$ cat config.mk
export PLATFORM = sky130hd
export DESIGN_NAME = coin_acceptor
export DESIGN_NICKNAME = d
export VERILOG_FILES = /design/src/rtl/coin_pkg.sv /design/src/rtl/coin_debounce.sv /design/src/rtl/coin_acceptor.sv
export SDC_FILE = /design/constraint.sdc
export NUM_CORES = 1
export LEC_CHECK = 0
export CAP_MARGIN = 15
export CORE_MARGIN = 2
export CORE_UTILIZATION = 25
export CTS_BUF_LIST = sky130_fd_sc_hd__clkbuf_4
export DETAILED_ROUTE_END_ITERATION = 12
export SLEW_MARGIN = 10
export SYNTH_ARGS = -nofsm -noshare
export SYNTH_HDL_FRONTEND = slang
export SYNTH_SLANG_ARGS = --single-unit
$ cat constraint.sdc
create_clock -name clk -period 2.6 [get_ports clk]
set_input_delay 0.52 -clock clk [delete_from_list [all_inputs] [get_ports clk]]
set_output_delay 0.52 -clock clk [all_outputs]
set_load 0.03 [all_outputs]
$ cat src/rtl/coin_pkg.sv
// Shared coin codes, sensor bit indices and output-state type for the coin front end.
package coin_pkg;

    localparam logic [2:0] COIN_NONE = 3'd0;
    localparam logic [2:0] COIN_1    = 3'd1;
    localparam logic [2:0] COIN_2    = 3'd2;
    localparam logic [2:0] COIN_5    = 3'd5;

    localparam int unsigned IDX_C1 = 0;
    localparam int unsigned IDX_C2 = 1;
    localparam int unsigned IDX_C5 = 2;

    typedef enum logic {EMPTY, PRESENT} out_state_e;

    // Map a one-hot insertion event to its money code.
    function automatic logic [2:0] ev_to_code(input logic [2:0] ev);
        logic [2:0] code;
        code = COIN_NONE;
        if (ev[IDX_C1])      code = COIN_1;
        else if (ev[IDX_C2]) code = COIN_2;
        else if (ev[IDX_C5]) code = COIN_5;
        return code;
    endfunction

    // True when two or more events fire together.
    function automatic logic multi_hot(input logic [2:0] ev);
        return (ev & (ev - 3'd1)) != 3'd0;
    endfunction

endpackage

$ cat src/rtl/coin_debounce.sv
// One sensor channel: two-flop synchroniser, debounce counter, rising-insertion strobe.
module coin_debounce #(
    parameter int unsigned DEBOUNCE_CYCLES = 4
) (
    input  logic clk,
    input  logic rst,
    input  logic coin_i,
    output logic ev_o
);

    localparam logic [3:0] CNT_MAX = 4'(DEBOUNCE_CYCLES - 1);

    logic       sync1_q, s_q;
    logic       deb_q, deb_d;
    logic       seen_q;
    logic       ev_q;
    logic [3:0] cnt_q, cnt_d;

    // Debounced level only follows the synchronised input after CNT_MAX+1 steady mismatches.
    always_comb begin
        deb_d = deb_q;
        cnt_d = cnt_q;
        if (s_q == deb_q) begin
            cnt_d = 4'd0;
        end else if (cnt_q == CNT_MAX) begin
            deb_d = s_q;
            cnt_d = 4'd0;
        end else begin
            cnt_d = cnt_q + 4'd1;
        end
    end

    // Sync, debounce state, and a one-cycle strobe registered off the settled level.
    always_ff @(posedge clk) begin
        if (rst) begin
            sync1_q <= 1'b0;
            s_q     <= 1'b0;
            deb_q   <= 1'b0;
            cnt_q   <= 4'd0;
            seen_q  <= 1'b0;
            ev_q    <= 1'b0;
        end else begin
            sync1_q <= coin_i;
            s_q     <= sync1_q;
            deb_q   <= deb_d;
            cnt_q   <= cnt_d;
            seen_q  <= deb_q;
            ev_q    <= deb_q & ~seen_q;
        end
    end

    assign ev_o = ev_q;

endmodule

$ cat src/rtl/coin_acceptor.sv
// Coin front end: debounces three sensors, arbitrates insertions, queues codes in a FIFO
// and presents them to the vending FSM with a valid/ready handshake.
module coin_acceptor
    import coin_pkg::*;
#(
    parameter int unsigned DEBOUNCE_CYCLES = 4,
    parameter int unsigned FIFO_DEPTH      = 4
) (
    input  logic       clk,
    input  logic       rst,
    input  logic [2:0] coin_in,
    output logic [2:0] money,
    output logic       money_valid,
    input  logic       money_ready,
    output logic       reject,
    output logic       fifo_full
);

    localparam int unsigned PW = $clog2(FIFO_DEPTH);
    localparam int unsigned CW = PW + 1;

    logic [2:0]    ev;
    logic          single, multi, pop, push, reject_d;
    logic [2:0]    mem_q [FIFO_DEPTH];
    logic [PW-1:0] wr_ptr_q, rd_ptr_q;
    logic [CW-1:0] count_q, count_d;
    logic          reject_q;
    out_state_e    state_q, state_d;

    for (genvar i = 0; i < 3; i++) begin : g_deb
        coin_debounce #(
            .DEBOUNCE_CYCLES(DEBOUNCE_CYCLES)
        ) u_deb (
            .clk    (clk),
            .rst    (rst),
            .coin_i (coin_in[i]),
            .ev_o   (ev[i])
        );
    end

    assign fifo_full   = (count_q == CW'(FIFO_DEPTH));
    assign money_valid = (state_q == PRESENT);
    assign money       = money_valid ? mem_q[rd_ptr_q] : COIN_NONE;
    assign reject      = reject_q;

    // Arbitration: a lone event is queued; simultaneous events or a full FIFO without a pop
    // send the coin back.
    always_comb begin
        multi    = multi_hot(ev);
        single   = (ev != 3'd0) && !multi;
        pop      = money_valid && money_ready;
        push     = single && (!fifo_full || pop);
        reject_d = multi || (single && fifo_full && !pop);
        count_d  = count_q + CW'(push) - CW'(pop);
    end

    // Output state tracks whether a head entry is being presented.
    always_comb begin
        state_d = state_q;
        unique case (state_q)
            EMPTY:   if (push) state_d = PRESENT;
            PRESENT: if (pop && !push && count_q == CW'(1)) state_d = EMPTY;
        endcase
    end

    // FIFO pointers, occupancy, output state and reject pulse.
    always_ff @(posedge clk) begin
        if (rst) begin
            wr_ptr_q <= '0;
            rd_ptr_q <= '0;
            count_q  <= '0;
            state_q  <= EMPTY;
            reject_q <= 1'b0;
        end else begin
            wr_ptr_q <= wr_ptr_q + PW'(push);
            rd_ptr_q <= rd_ptr_q + PW'(pop);
            count_q  <= count_d;
            state_q  <= state_d;
            reject_q <= reject_d;
        end
    end

    // Storage needs no reset: entries are only read behind a valid occupancy.
    always_ff @(posedge clk) begin
        if (push) mem_q[wr_ptr_q] <= ev_to_code(ev);
    end

endmodule
==> results.json <==
{
  "status": "finished, final reports clean",
  "synth_nets": 171,
  "final.period_utilization_pct": 88.6,
  "worstHoldEndpoint": "g_deb[2].u_deb.ev_o$_SDFF_PP0_",
  "dieHeight_um": 90.1,
  "peakVddDrop_mv": 0.253,
  "syn_area_mm2": 0.00185,
  "drv_slew": 0,
  "rsz0062_at_grt": "false",
  "port_buffers": 11,
  "cts_hold_buffers": 0,
  "cpLargestDelayFamily": "buffers and inverters",
  "leakagePower_nw": 0.841,
  "synth_compound_area_share_pct": 2.84,
  "rr_worst_depth": 8,
  "htreeDepth": 2,
  "routed_via_density": 3.88,
  "synth.distinct_cells": 29,
  "rr_endpoint": "count_q[2]$_SDFF_PP0_",
  "synthAdderAreaFrac_pct": 5.81,
  "n_fill_cell": 749,
  "ys.flop_type": "dfxtp_1",
  "cts.sinks": 48,
  "p_sw_share_pct": 20.5,
  "async_reset_ff_share_pct": 0,
  "setup_tns_ns": 0,
  "synth.top_cell.area_share_pct": 38.9,
  "synth_xor_area_share_pct": 6.62,
  "fin_crit_ns": 2.30,
  "dp_hpwl_um": 1880,
  "reg2reg_setup_slack_ns": 0.60,
  "critPathLaunchType": "register",
  "fmax_mhz": 434,
  "drt-initial-drc-count": 32,
  "pwr-share-comb_pct": 2.0,
  "first_global_vias": 1015,
  "worstSkewPairLatency_ns": 0.35,
  "skew_ns": 0.0167,
  "drt-wirelength-per-cell_um": 9.45,
  "fin_util_pct": 30.2,
  "grt_usage_pct": 6.99,
  "p_per_area_mw_per_mm2": 516,
  "start_util_pct": 25.7,
  "final-setup-viol-count": 0,
  "synth_top_family_by_area": "simple AND/OR/NAND/NOR gates",
  "grt_max_degree": 15,
  "p_int_uw": 893,
  "rr_startpoint": "count_q[2]$_SDFF_PP0_",
  "end_kind": "output pin",
  "power.switching_uw": 230,
  "worstPathRequired_ns": 2.08,
  "path_buf_inv": 1,
  "power_frac_clock_pct": 29.6,
  "startpoint": "count_q[2]$_SDFF_PP0_",
  "final_cells": 277,
  "ys_seq_elements": 48,
  "drtAntennaViolNets": 0,
  "place_congestion": 0.753,
  "final_nets": 191,
  "max-slew-margin-rel_pct": 68.5,
  "cpPeakStageDelay_ns": 0.74,
  "crit_arrival_ns": 1.78,
  "die_area_mm2": 0.00812,
  "hold_violations": 0,
  "path_clk_slew_ns": 0.13,
  "p_seq_share_pct": 68.5,
  "wirelength_um": 2620,
  "antenna_found_initial": 0,
  "yosys-top-cells-count": "dfxtp_1, nor2_1, nor2b_1, edfxtp_1",
  "cp_max_fo": 4,
  "vias": 1074,
  "ios": 12,
  "hold_slack_ns": 0.391,
  "dp_cells": 269,
  "whs_path_depth": 1,
  "multi_input_area_um2": 721,
  "path_cells": "nor3b_2 -> clkdlybuf4s50_1",
  "clock-root-buffer": "clkbuf_4",
  "cts_tree": "built",
  "drive_gt1_share_pct": 10.1,
  "drv_cap": 0,
  "cp_slowest_cell": "clkdlybuf4s50_1",
  "fp-row-count": 31,
  "critPathKind": "reg2out",
  "dr.pass1.iters": 4,
  "hp-class": "reg2reg",
  "diodes": 0,
  "yosysMostFrequentCell": "dfxtp_1",
  "die_x_um": 90.1,
  "synth_edf_count": 12,
  "syn_avg_cell_area_um2": 11.8,
  "yosysTopAreaCell": "dfxtp_1",
  "synthTopCellsByArea": "dfxtp_1, edfxtp_1, nor2b_1, ha_1, xnor2_1",
  "seq_area_frac_synth_pct": 58.3,
  "grt_first_pass_wirelength_um": 4590,
  "numCtsBuffers": 5,
  "worst_pin_slew_ns": 0.469,
  "clock_path_buffers": 2,
  "yosys.area_share.simple_pct": 18.4,
  "core_area_mm2": 0.00721,
  "ff_latch_area_mm2": 0.00108,
  "ys.warnings.count": 0,
  "drc": 0,
  "syn_inst": 157,
  "worst_slack_ns": 0.296,
  "synthToLayoutAreaGrowth_pct": 17.4,
  "grt_overflow": 0,
  "post-place-ws_ns": 0.0491,
  "synthMuxAreaShare_pct": 5.27,
  "min_from": "g_deb[2].u_deb.seen_q$_SDFF_PP0_"
}
==> metal layers <==
layer  global-route usage, %  share of wire, %  vias to the layer above
li1                        -                 -                      569
met1                    9.29                49                      489
met2                    10.3                47                       16
met3                    2.68               4.8                        0
met4                    2.56                 0                        0
met5                       0                 0                        -
==> layout make-up <==
| class | count | area share (%) |
|---|---|---|
| Clock buffer | 6 | 2.07 |
| Inverter | 10 | 1.73 |
| Timing Repair Buffer | 16 | 7.13 |
| Sequential cell | 48 | 49.7 |
| Multi-Input combinational cell | 96 | 33.1 |
| Tap cell | 99 | 5.69 |
| Clock inverter | 2 | 0.518 |
==> worst max path at each step <==
stage / to / slack (ns) / cells past startpoint
after global routing: fifo_full / 0.20 / 2
after floorplan: count_q[2]$_SDFF_PP0_ / 0.33 / 9
after CTS: money[0] / 0.03 / 3
after detailed placement: count_q[2]$_SDFF_PP0_ / 0.05 / 10
final: fifo_full / 0.30 / 2
after global placement: count_q[2]$_SDFF_PP0_ / 0.10 / 10
==> state kept, by name, summed over array words and instances, names as in the netlist <==
signal,flops
reject,1
wr_ptr_q,2
g_deb.u_deb.s_q,3
g_deb.u_deb.seen_q,3
g_deb.u_deb.ev_o,3
count_q,3
g_deb.u_deb.sync1_q,3
rd_ptr_q,2
g_deb.u_deb.deb_q,3
g_deb.u_deb.cnt_q,12
money_valid,1
mem_q,12
==> power groups by stage <==
stage | sequential (mW) | combinational (mW) | clock, mW
3_5_place_dp | 0.786 | 0.0225 | 0
5_1_grt | 0.770 | 0.0249 | 0.386
3_3_place_gp | 0.786 | 0.0224 | 0
4_1_cts | 0.769 | 0.0226 | 0.353
6_report | 0.769 | 0.0220 | 0.332
2_1_floorplan | 0.785 | 0.0112 | 0
==> per-stage QoR <==
step,total power [mW],area (um2)
after floorplan,0.797,1850
after global placement,0.808,2110
after detailed placement,0.808,2110
after CTS,1.15,2170
after global routing,1.18,2180
final,1.12,2180
==> placed cells by master, fill, tap and decap left out, types with 5 or more instances in the layout <==
cell type and count:
dfxtp_1 35, nor2_1 20, nor2b_1 17, edfxtp_1 12, inv_1 10, xnor2_1 10
clkdlybuf4s50_1 8, ha_1 7, clkbuf_4 6, buf_4 5
==> logic make-up after synthesis <==
logic type      Yosys count
mux                       6
xor+xnor                 14
simple gates             61
buf+inv                  13
fa+ha+maj                 8
flops                    48
compound gates            7
==> what timing repair did <==
action	CTS	global route
setup buffers	0	0
endpoints found under the setup margin	3	3
gates resized for setup	1	3
endpoints found under the hold margin	0	0
Power figures use the tool's default switching activity.
